===== src/rtl/txgen.sv =====
// txgen: builds a 12-byte CRC-16/MODBUS response frame from a sensor read and streams it byte by byte.
module txgen #(
  parameter logic [15:0] HOST_ID = 16'h0000,
  parameter int ACK_TIMEOUT = 1000
) (
  input  logic        sys_clk,
  input  logic        sys_rst,
  input  logic [7:0]  ret_cmd,
  input  logic        ret_cmd_flg,
  output logic        sen_req,
  output logic [7:0]  sen_req_id,
  input  logic        sen_ack,
  input  logic [31:0] sen_data,
  output logic [7:0]  tx_data,
  output logic        tx_flag,
  input  logic        tx_done,
  output logic        busy,
  output logic        frame_done,
  output logic        cmd_drop
);
  localparam int CW = $clog2(ACK_TIMEOUT + 1);
  typedef enum logic [2:0] {IDLE, REQ, WAIT_ACK, LOAD, WAIT_DONE, DONE} state_t;
  state_t state, state_nx;
  logic [7:0] pend_id, status;
  logic pend_vld;
  logic [31:0] data;
  logic [15:0] crc;
  logic [3:0] idx;
  logic [CW-1:0] cnt;
  logic [7:0] fb [12];
  logic timeout;
  function automatic logic [15:0] crc_upd(input logic [15:0] c, input logic [7:0] b);
    logic [15:0] r;
    r = c ^ {8'h00, b};
    for (int i = 0; i < 8; i++) r = r[0] ? (r >> 1) ^ 16'hA001 : r >> 1;
    return r;
  endfunction
  assign sen_req = state == REQ;
  assign busy = state != IDLE;
  assign timeout = cnt == CW'(1);
  always_comb begin
    fb[0] = HOST_ID[15:8];
    fb[1] = HOST_ID[7:0];
    fb[2] = 8'h00;
    fb[3] = 8'h08;
    fb[4] = sen_req_id;
    fb[5] = status;
    fb[6] = data[7:0];
    fb[7] = data[15:8];
    fb[8] = data[23:16];
    fb[9] = data[31:24];
    fb[10] = crc[7:0];
    fb[11] = crc[15:8];
  end
  always_ff @(posedge sys_clk)
    if (!sys_rst) state <= IDLE;
    else state <= state_nx;
  always_comb begin
    state_nx = state;
    case (state)
      IDLE: state_nx = (pend_vld || ret_cmd_flg) ? REQ : IDLE;
      REQ: state_nx = WAIT_ACK;
      WAIT_ACK: state_nx = (sen_ack || timeout) ? LOAD : WAIT_ACK;
      LOAD: state_nx = WAIT_DONE;
      WAIT_DONE: state_nx = tx_done ? (idx == 4'd11 ? DONE : LOAD) : WAIT_DONE;
      DONE: state_nx = IDLE;
      default: state_nx = IDLE;
    endcase
  end
  always_ff @(posedge sys_clk) begin
    if (!sys_rst) begin
      sen_req_id <= '0;
      pend_id <= '0;
      pend_vld <= 1'b0;
      status <= '0;
      data <= '0;
      crc <= 16'hFFFF;
      idx <= '0;
      cnt <= '0;
      tx_data <= '0;
      tx_flag <= 1'b0;
      frame_done <= 1'b0;
      cmd_drop <= 1'b0;
    end else begin
      tx_flag <= 1'b0;
      frame_done <= state == DONE;
      cmd_drop <= 1'b0;
      // IDLE consuming the slot in the same cycle as a new strobe refills it
      if (ret_cmd_flg && busy && pend_vld) cmd_drop <= 1'b1;
      else if (ret_cmd_flg && (busy || pend_vld)) begin
        pend_vld <= 1'b1;
        pend_id <= ret_cmd;
      end else if (!busy) pend_vld <= 1'b0;
      case (state)
        IDLE: begin
          crc <= 16'hFFFF;
          if (pend_vld) sen_req_id <= pend_id;
          else if (ret_cmd_flg) sen_req_id <= ret_cmd;
        end
        REQ: cnt <= CW'(ACK_TIMEOUT);
        WAIT_ACK: begin
          cnt <= cnt - 1'b1;
          idx <= '0;
          if (sen_ack) begin
            data <= sen_data;
            status <= 8'h03;
          end else if (timeout) begin
            data <= 32'hFFFF_FFFF;
            status <= 8'hEE;
          end
        end
        LOAD: begin
          tx_data <= fb[idx];
          tx_flag <= 1'b1;
          if (idx <= 4'd9) crc <= crc_upd(crc, fb[idx]);
        end
        WAIT_DONE: if (tx_done && idx != 4'd11) idx <= idx + 1'b1;
        default: ;
      endcase
    end
  end
endmodule


===== config.mk =====
export PLATFORM = sky130hd
export DESIGN_NAME = txgen
export DESIGN_NICKNAME = d
export VERILOG_FILES = /design/src/rtl/txgen.sv
export SDC_FILE = /design/constraint.sdc
export NUM_CORES = 1
export LEC_CHECK = 0
export CORE_MARGIN = 1.5
export CORE_UTILIZATION = 57
export CTS_CLUSTER_DIAMETER = 200
export DETAILED_ROUTE_END_ITERATION = 16
export MAX_ROUTING_LAYER = met4
export PLACE_DENSITY = 0.83
export SETUP_SLACK_MARGIN = 0.1
export SLEW_MARGIN = 20
export SYNTH_ARGS = -nofsm -noshare
export SYNTH_HDL_FRONTEND = slang
export SYNTH_SLANG_ARGS = --single-unit

===== constraint.sdc =====
create_clock -name sys_clk -period 7.7 [get_ports sys_clk]
set_input_delay 0.77 -clock sys_clk [delete_from_list [all_inputs] [get_ports sys_clk]]
set_output_delay 0.77 -clock sys_clk [all_outputs]
set_load 0.02 [all_outputs]

# Yosys cells after proc, flatten, opt, wreduce, memory -nomap -nowiden
# Cells that the tools add are included.
word_totals:
  register_bits: 101
  out_inout_bits: 21
  elab_cells: 90
op_classes:
  n_addsub: 2
  magnitude_cmp: 2
  eq_ne: 11
  muxes: 31
  bitwise: 11
  n_reduce_logical: 20
op_table:
  columns: ["op", "n"]
  rows:
  - ["two-way mux 16 bit", 9]
  - ["two-way mux 32 bit", 2]
  - ["two-way mux 8 bit", 6]
  - ["binary-select mux 8 bit (select 4 bit)", 1]
  - ["case mux 16 bit (2 select lines)", 1]
  - ["inverter 2 -> 3 bit", 8]
  - ["case mux 10 bit (2 select lines)", 1]
  - ["XOR 16 x 8 -> 16 bit", 1]
  - ["case mux 3 bit (5 select lines)", 1]
  - ["AND reduction 2 bit", 6]
  - ["== test 10 x 1 -> 1 bit (second input constant)", 1]
  - ["nonzero test 2 bit", 5]
  - ["subtractor 10 x 1 -> 10 bit (second input constant)", 1]
  - ["case mux 4 bit (2 select lines)", 1]
  - ["== test 3 x 2 -> 1 bit (second input constant)", 2]
  - ["== test 3 bit (second input constant)", 2]
  - ["two-way mux 1 bit", 6]
  - ["two-way mux 3 bit", 2]
  - [">= comparator 5 bit (second input constant)", 1]
  - ["inverter 4 -> 5 bit", 1]
  - ["adder 4 x 1 -> 4 bit (second input constant)", 1]
  - ["== test 4 bit (second input constant)", 1]
  - ["<= comparator 4 bit (second input constant)", 1]
  - ["logical AND 1 bit", 4]
  - ["other kinds (9)", 12]

# Logic depth before layout (Yosys ltp)
# Gate-level depths: netlist (run 1).
depth:
  ltp_word: 23
  depth_mapped: 11

# Worst setup path before layout (run 1)
# OpenSTA, ideal clock, no wires.
synth_timing:
  path_type: "register to register"
  startpoint: "register idx[1]"
  endpoint: "register crc[15]"
  setup_time_ns: 0.117
  t_arrival_ns: 2.320
  setup_slack_ns: 5.263
  path_stages_with_launch: 12
  path_buffers: 3
  synth_period_minus_slack_ns: 2.437
  cell_sequence: "dfxtp_1 > buf_2 > buf_6 > buf_6 > mux2i_1 > o22ai_2 > nor2_1 > xnor2_1 > xnor2_1 > xnor3_2 > xnor2_1 > o22a_1"
synth_between:
  elab_chain_len: 16
synth_lines:
  columns: ["element", "line", "text"]
  rows:
  - ["start, declared", "28", "logic [3:0] idx;"]
  - ["start signal, assigned", "117", "WAIT_DONE: if (tx_done && idx != 4'd11) idx <= idx + 1'b1;"]
  - ["inverter 4 -> 5 bit (not written as such)", "115", "if (idx <= 4'd9) crc <= crc_upd(crc, fb[idx]);"]
  - ["binary-select mux 8 bit (select 4 bit)", "115", null]
  - ["two-way mux 8 bit (not written as such) (2 in a row)", "115", null]
  - ["XOR 16 x 8 -> 16 bit", "34", "r = c ^ {8'h00, b};"]
  - ["two-way mux 16 bit / inverter 2 -> 3 bit (equally long branches) (6 in a row)", null, null]
  - ["inverter 2 -> 3 bit (no source line) / two-way mux 16 bit (equally long branches)", null, null]
  - ["two-way mux 16 bit (2 in a row)", "35", "for (int i = 0; i < 8; i++) r = r[0] ? (r >> 1) ^ 16'hA001 : r >> 1;"]
  - ["two-way mux 16 bit", "115", null]
  - ["case mux 16 bit (2 select lines)", "94", "case (state)"]
  - ["end signal, assigned", "115", null]
  - ["end, declared", "27", "logic [15:0] crc;"]
# Several ways; a longest one is shown, not always the timed one. The select of a mux whose other input is x is not followed.
# A chain may end at the register's enable or synchronous reset.

# Worst setup path after layout (run 1)
layout_timing:
  startpoint: "register state[2]"
  endpoint: "output port busy"
layout_between:
  elab_chain_len: 1
layout_lines:
  columns: ["element", "line", "text"]
  rows:
  - ["start, declared", "23", "state_t state, state_nx;"]
  - ["start signal, assigned", "57", "else state <= state_nx;"]
  - ["nonzero test 3 bit", "39", "assign busy = state != IDLE;"]
  - ["end, declared", "17", "output logic busy,"]
# Every way passes these cells.

==> results.txt, run 1 <==
The starting utilization of the core area came out at between 50 and 60%. The die width came out at just over 90 um. The post-synthesis instance area is about 4600 um2. The remaining global-route overflow is 0. On the final layout, the worst hold slack is 0.495 ns. The wire length per cell after detailed routing is 16.0 um. The final wirelength came out at about 11,000 um. In the synthesized netlist the dominant register cell turns out to be sky130_fd_sc_hd__dfxtp_1. The post-layout instance area is ~5500 um2. The number of antenna violations at the first check in global routing came out at 0. The arithmetic-cell share of the synthesized area counting full adders, half adders and majority gates came out at approximately 1.4%. The hold path endpoint is status[0].

The worst-skew pair later-pin latency came out at around 0.37 ns. The post-detailed-placement cell area is about 5200 um2. The largest driver fanout on the critical path came out at 11. CTS saw between 90 and 100 sinks. Setup repair after global routing left no endpoint under its margin. Buffers inserted to repair hold after CTS numbered 0.

The class of the tightest hold or removal check is reg2reg. The share of synthesized area in the top cell type comes to between 40% and 50%. The cell sitting at the root of the clock tree is a sky130_fd_sc_hd__clkbuf_8. The port buffer count came out at between 60 and 70. The number of global-route vias before repair came out at about 3,600.

The number of setup violations in the final report is 0. For this run, the share of the core covered by cells in the final layout is between 60 and 70%. Entering global routing, the biggest net connects 94 pins. The start point of the critical path is state[2]. The number of clock buffers inserted by TritonCTS came out at 9. Summing the areas of all xor and xnor instances in the mapped netlist gives under 10% of the synthesized area. The multiplexer fraction of the synthesized cell area is about a tenth. The worst register-to-register path begins at idx[0]. Across the run, the number of max-cap violations was 0. The global-route total usage across every layer is roughly a quarter.

The gate count of the mapped netlist is about 520. The total vias in the final route is approximately 3,800. The routability congestion estimate came out at roughly 0.86. The number of cells on the worst hold path came out at 2. The number of endpoints with negative hold slack in the final report is 0.

The critical setup path kind is reg2out. The iteration-0 DRC count of the detailed router is around 270. The slack of the worst reg-to-reg path came out at about 4.9 ns.

The worst endpoint required time is approximately 7 ns. The run finished with clean final reports. Counting flops with a built-in enable in the synthesized netlist gives 0. At the pin with the least slew margin, the transition time is ~1.0 ns. The relative area change from synthesis to final layout is 17.8%. The Yosys step of the flow raised 0 warnings. The minimum period implied by the final worst setup slack is about 3.2 ns. In this run the most critical hold path is launched from status[0]. The wire length of the first global-routing pass is 17,400 um. The endpoint identified for the worst register-to-register timing path is crc[15]. In this run the remaining antenna-violating nets after routing total 0.

Counting distinct cell types in the post-synthesis netlist gives 52. The die area is slightly below 9000 um2. The mean number of vias per cell is 5.67.

In this run the power density over the cells is around 220 nW/um2. No sink is reached through more buffers than the 2 on the longest clock path. In this run the tightest slew margin relative to its limit is around 32%.

After synthesis, the cell types taking the most area are sky130_fd_sc_hd__dfxtp_1 (41%), sky130_fd_sc_hd__mux2i_1 (9.5%), sky130_fd_sc_hd__nor3_1 (4.9%). The largest total area in the synthesized netlist belongs to sky130_fd_sc_hd__dfxtp_1. The final layout contains 611 nets. The endpoint kind of the worst setup timing path is an output port. The mean post-synth cell area came out at between 8 and 9 um2. The proportion of synthesized chip area in sequential cells came out at between 40% and 50%. The setup TNS after final layout came out at 0 ns. After layout, the worst path uses 41.7% of the clock period. The I/O pin total came out at 66. The worst-case IR drop observed on VDD is roughly 0.00012 V.

The final max-slew violation count is 0. The sum of net half-perimeters after detailed placement came out at around 7700 um. The data arrival at the endpoint of the critical path is ~2.4 ns. The depth of the worst register-to-register path came out at 8. The post-route netlist has between 6 and 7% of its cells at a drive strength greater than 1.

The share of async-settable or async-resettable flops after synthesis came out at 0%. The final antenna diode count is 0. The number of iterations in the first detailed-routing pass came out at 4. The final setup skew came out at ~0.014 ns.

In this run the static leakage power is 2.04 nW. Summing the areas of all and, or, nand and nor instances in the mapped netlist gives ~20% of the synthesized area. Counting flops and latches in the post-synthesis netlist gives 96. For this run, the number of standard cells in the final layout without fillers is approximately 670. The die boundary height is 93.2 um. The number of core rows is 32. The H-tree depth is 3. By area, the combinational part of the netlist is dominated by simple AND/OR/NAND/NOR gates. The final routed DRC violation total is 0. The post-CTS setup buffer count came out at 0. The core outline area came out at approximately 7800 um2.

The clock tree from TritonCTS is yes. The clock edge transition at the registers on the reported setup and hold paths came out at 0.10 ns. Counting every net in the synthesized netlist gives approximately 570. The count of placed standard cells including taps came out at between 600 and 700. The highest clock frequency the design can meet came out at around 0.31 GHz. The synthesized netlist devotes between 15 and 20% of its cell area to compound gates. The worst setup path is launched from a flip-flop.

The number of gates given a new drive strength after cts came out at 0.
[through the flow]
stage                     worst slack [ns]  total power, mW
after floorplan                       5.26            0.767
after global placement                4.94            0.850
after detailed placement              4.87            0.859
after CTS                             4.46             1.20
after global routing                  4.39             1.26
final                                 4.49             1.20
[metal layers]
| metal | track usage [%] | up-vias | part of all wire, % |
|---|---|---|---|
| li1 | - | 1896 | - |
| met1 | 35.1 | 1772 | 47 |
| met2 | 41.2 | 107 | 46 |
| met3 | 3.66 | 15 | 6.1 |
| met4 | 7.20 | 0 | 1.4 |
| met5 | - | - | 0 |
[sequential cells by signal, summed over array words and instances (netlist names), 3 cells and up]
signal      flops
data           32
sen_req_id      8
pend_id         8
cnt            10
crc            16
tx_data         8
state           3
idx             4
status          3
[synthesized netlist by cell type (2+ instances only)]
master and instances:
sky130_fd_sc_hd__o22a_1 2, sky130_fd_sc_hd__a21boi_1 7, sky130_fd_sc_hd__nor2_1 57, sky130_fd_sc_hd__a21oi_1 6, sky130_fd_sc_hd__nor2_2 2, sky130_fd_sc_hd__nand4_1 2
sky130_fd_sc_hd__nor3_1 45, sky130_fd_sc_hd__inv_1 4, sky130_fd_sc_hd__o21ai_1 2, sky130_fd_sc_hd__nand3b_1 4, sky130_fd_sc_hd__buf_1 2, sky130_fd_sc_hd__xnor2_4 2
sky130_fd_sc_hd__nand2b_1 9, sky130_fd_sc_hd__buf_2 3, sky130_fd_sc_hd__nand2_1 38, sky130_fd_sc_hd__or4_1 2, sky130_fd_sc_hd__or3b_1 3, sky130_fd_sc_hd__or3_1 2
sky130_fd_sc_hd__inv_2 2, sky130_fd_sc_hd__buf_6 4, sky130_fd_sc_hd__o22ai_2 3, sky130_fd_sc_hd__nor2b_1 10, sky130_fd_sc_hd__a21boi_0 6, sky130_fd_sc_hd__xor2_1 8
sky130_fd_sc_hd__clkbuf_1 29, sky130_fd_sc_hd__and2_1 6, sky130_fd_sc_hd__ha_1 5, sky130_fd_sc_hd__nor4_1 2, sky130_fd_sc_hd__nand3_1 5, sky130_fd_sc_hd__o211a_1 15
sky130_fd_sc_hd__mux2i_1 44, sky130_fd_sc_hd__o21ai_0 43, sky130_fd_sc_hd__xnor2_1 19, sky130_fd_sc_hd__dfxtp_1 96, sky130_fd_sc_hd__o22ai_1 15
[worst max-delay path, stage by stage, from the launching register on]
cell,delay (ns)
sky130_fd_sc_hd__dfxtp_1,0.41
sky130_fd_sc_hd__nor3_1,0.76
sky130_fd_sc_hd__inv_1,0.30
sky130_fd_sc_hd__clkdlybuf4s50_1,0.62
[layout make-up]
type                       instances  area (um2)
multi-input combinational        380        2510
fill                             658        2350
sequential                        96        1920
timing repair buffer              68         668
clock buffer                      10         138
tap                              102         128
clock inverter                     6        72.6
inverter                           6        22.5
[cells in the final DEF, fill, tap and decap left out, drive strengths merged, types with 10 or more instances in the layout]
| cell type | synthesis | final |
|---|---|---|
| nand2 | 38 | 38 |
| dfxtp | 96 | 96 |
| inv | 6 | 10 |
| o22ai | 18 | 18 |
| clkdlybuf4s50 | 0 | 64 |
| o211a | 15 | 15 |
| nor2 | 59 | 59 |
| xnor2 | 22 | 22 |
| a21boi | 13 | 13 |
| nor3 | 46 | 46 |
| mux2i | 44 | 44 |
| o21ai | 45 | 45 |
| clkbuf | 29 | 10 |
| nor2b | 10 | 10 |
[power breakdown]
| part | switching (mW) | total, mW | internal [mW] |
|---|---|---|---|
| Sequential | 0.0455 | 0.592 | 0.547 |
| Combinational | 0.134 | 0.256 | 0.123 |
| Clock | 0.185 | 0.349 | 0.164 |
[cells by family (layout without fill, tap and decap cells)]
logic type	after synthesis	after routing
multiplexers	44	44
AO/OA/AOI/OAI	107	107
buffers and inverters	45	90
XOR/XNOR	32	32
AND/OR/NAND/NOR	192	192
flip-flops	96	96
adder cells (fa/ha/maj)	5	5
[how the worst max path moves through the flow]
stage	endpoint	cells past startpoint
after floorplan	crc[15]	11
after global placement	busy	3
after detailed placement	busy	3
after CTS	busy	3
after global routing	busy	3
final	busy	3
(Power assumes the default switching activity.)
==> run 2, diff against run 1 <==
Settings changed: CORE_UTILIZATION 57 to 49, PLACE_DENSITY 0.83 to 0.76.
Clock period 7.7 ns to 2.65 ns, I/O delays scaled along.
==> results.txt, run 2 (same netlist as run 1, synthesis figures left out) <==
The run finished with clean final reports. Setup repair after global routing could not meet its margin everywhere. In this run the worst setup path begins at idx[1]. The flip-flop count of the largest register after layout came out at 32. The final wirelength came out at 11,100 um.

The fraction of final layout cells sized beyond drive strength 1 is between 10% and 20%. The die boundary height came out at approximately 100 um. The number of setup violations in the final report is 0. The final antenna diode count is 0. The worst setup path is launched from a flip-flop. The global-route total usage across every layer came out at between 20% and 30%. The headroom to the max-slew limit is 42.3%. The number of antenna violations at the first check in global routing was 0. The worst-skew pair later-pin latency is about 0.36 ns.

Walking the worst path, the cells encountered are buf_12, mux2i_1, o22ai_1, nor2_2, xnor2_2, xnor2_1, xnor3_2, xnor2_1, o22a_1. The number of core rows came out at 35. The H-tree depth came out at 3. The smallest setup slack after layout is ~0.11 ns. The post-detailed-placement cell area is between 5000 and 6000 um2. After floorplanning, the core was sized to cover 9200 um2. The I/O pin total came out at 66. On the critical path, the stage with the largest delay is an instance of sky130_fd_sc_hd__xnor3_2. The mean number of vias per cell came out at 5.56.

Before antenna repair, the detailed router went through 4 iterations. The number of endpoints with negative hold slack in the final report came out at 0. The register with the most flip-flops in the final layout is data. The number of clock buffers inserted by TritonCTS is 9. At the pin with the least slew margin, the transition time is between 0.8 and 0.9 ns. Leaving out fill and tap cells, the most frequent cell in the layout is sky130_fd_sc_hd__dfxtp_1. The peak per-stage delay on the critical path came out at 0.53 ns.

The remaining global-route overflow came out at 0. The design draws between 3 and 4 mW. The first global-routing pass estimated roughly 18,000 um of wire. VDD sags by at most roughly 0.00032 V. The worst setup slack after placement is 0.0527 ns. The port buffer count came out at 65. The area of the multi-input gates came out at ~2600 um2. The largest driver fanout on the critical path came out at 15.

The layout filler cell count came out at slightly above 800. The final layout contains around 630 nets. The setup TNS after final layout is 0 ns. The starting utilization of the core area came out at about half. The sum of net half-perimeters after detailed placement is a little over 8000 um. The min-delay analysis places its worst path in the category in2reg. The die width is between 100 and 150 um.

The internal portion of total power is 2.30 mW. The largest registers in the layout are data x32, crc x16, cnt x10. The post-route clock period utilization came out at between 90% and 100%. The count of nets left with antenna violations after detail routing is 0. The clock period could shrink to ~2.5 ns. TritonCTS built the clock tree.

The startpoint identified for the worst hold timing path is sys_rst. The combined flip-flop and latch cell area came out at slightly below 2000 um2. The buffering stage count on the worst path with inverters included is 1. STA classifies the critical path endpoint as a flip-flop. Between clock sinks in the finished design, the worst skew comes to around 0.012 ns. The net switching power is around 1.0 mW.

In this run switching power makes up between 30% and 40% of total power. The highest clock frequency the design can meet came out at 0.394 GHz. The areal power density over the cells came out at a little under 600 nW/um2. The final max-slew violation count came to 0. In this run the critical register-to-register path is launched from idx[1]. The part of the power in registers came out at 51.5%.

The maximum number of pins on one net before global-route repair is between 50 and 60. The number of max-cap violations is 0. The quantity of hold-fixing buffers added after cts is 0. Dividing the detail-routed wire length by the instance count gives roughly 16 um.

The iteration-0 DRC count of the detailed router is 119. The total vias in the final route is about 3,800. The combinational share of power is 23.0%. Routability-driven placement finished with a final weighted congestion of 0.885. For the worst setup path, the data required time is between 2 and 3 ns. The number of global-route vias before repair is about 3,600. The clock share of power is around 26%.

The cell leakage power is about 2.1 nW. The tree is rooted in a sky130_fd_sc_hd__clkbuf_8. The post-layout instance area came out at about 5600 um2. After clock tree synthesis, the clock-pin slew on the worst setup and hold paths is about 0.090 ns.

The relative area change from synthesis to final layout came out at 21.7%. The cell with the most instances on the worst path is sky130_fd_sc_hd__xnor2_1. The critical path is of the reg2reg type.

The final routed DRC violation total came out at 0. The die area is about 10,000 um2. The cell family contributing the most delay on the critical path is XOR/XNOR gates.

Data arrives at the worst endpoint at approximately 2.8 ns. The number of buffers on the longest clock path is 2. Counting every sink on the clock net gives 96. Leaving out fill and tap cells, the most frequent cells in the layout are sky130_fd_sc_hd__dfxtp_1 (93), sky130_fd_sc_hd__clkdlybuf4s50_1 (64), sky130_fd_sc_hd__nor2_1 (55), sky130_fd_sc_hd__nor3_1 (44), sky130_fd_sc_hd__mux2i_1 (44).
-- run 2: final cells by class --
class	count	area share [%]
clock buffer	9	2.20
clock inverter	7	0.821
inverter	6	0.399
multi-input combinational	380	45.5
sequential	96	34.2
tap	111	2.46
timing repair buffer	82	14.5
-- run 2: power groups by stage --
stage	combinational [mW]	clock, mW	sequential [mW]
2_1_floorplan	0.496	0	1.73
3_3_place_gp	0.749	0	1.75
3_5_place_dp	0.766	0	1.76
4_1_cts	0.772	0.867	1.72
5_1_grt	0.849	0.937	1.74
6_report	0.767	0.851	1.72
-- run 2: worst paths after layout --
kind	slack [ns]	cells after the start	to
worst max-delay path	0.11	9	crc[15]
worst min-delay path	0.38	2	crc[12]
worst max register to register	0.11	9	crc[15]
worst min register to register	0.48	1	status[1]
-- run 2: layer usage --
metal | vias to the layer above | global-route usage, % | share of wire [%]
li1 | 1933 | - | -
met1 | 1798 | 31.6 | 46
met2 | 96 | 35.6 | 46
met3 | 18 | 4.18 | 5.0
met4 | 0 | 8.56 | 2.2
met5 | - | - | 0
-- run 2: timing repair --
action,CTS,global route
pin swaps,1,4
setup endpoints to repair,3,3
gates resized for setup,3,12
setup buffers,0,1
cloned,0,1
-- run 2: stage by stage --
stage,hold slack (ns),instances,util (%)
3_5_place_dp,0.467,673,58.4
3_3_place_gp,0.461,673,58.4
6_report,0.385,691,61.3
5_1_grt,0.429,691,61.3
2_1_floorplan,0.402,521,-
4_1_cts,0.381,689,60.4
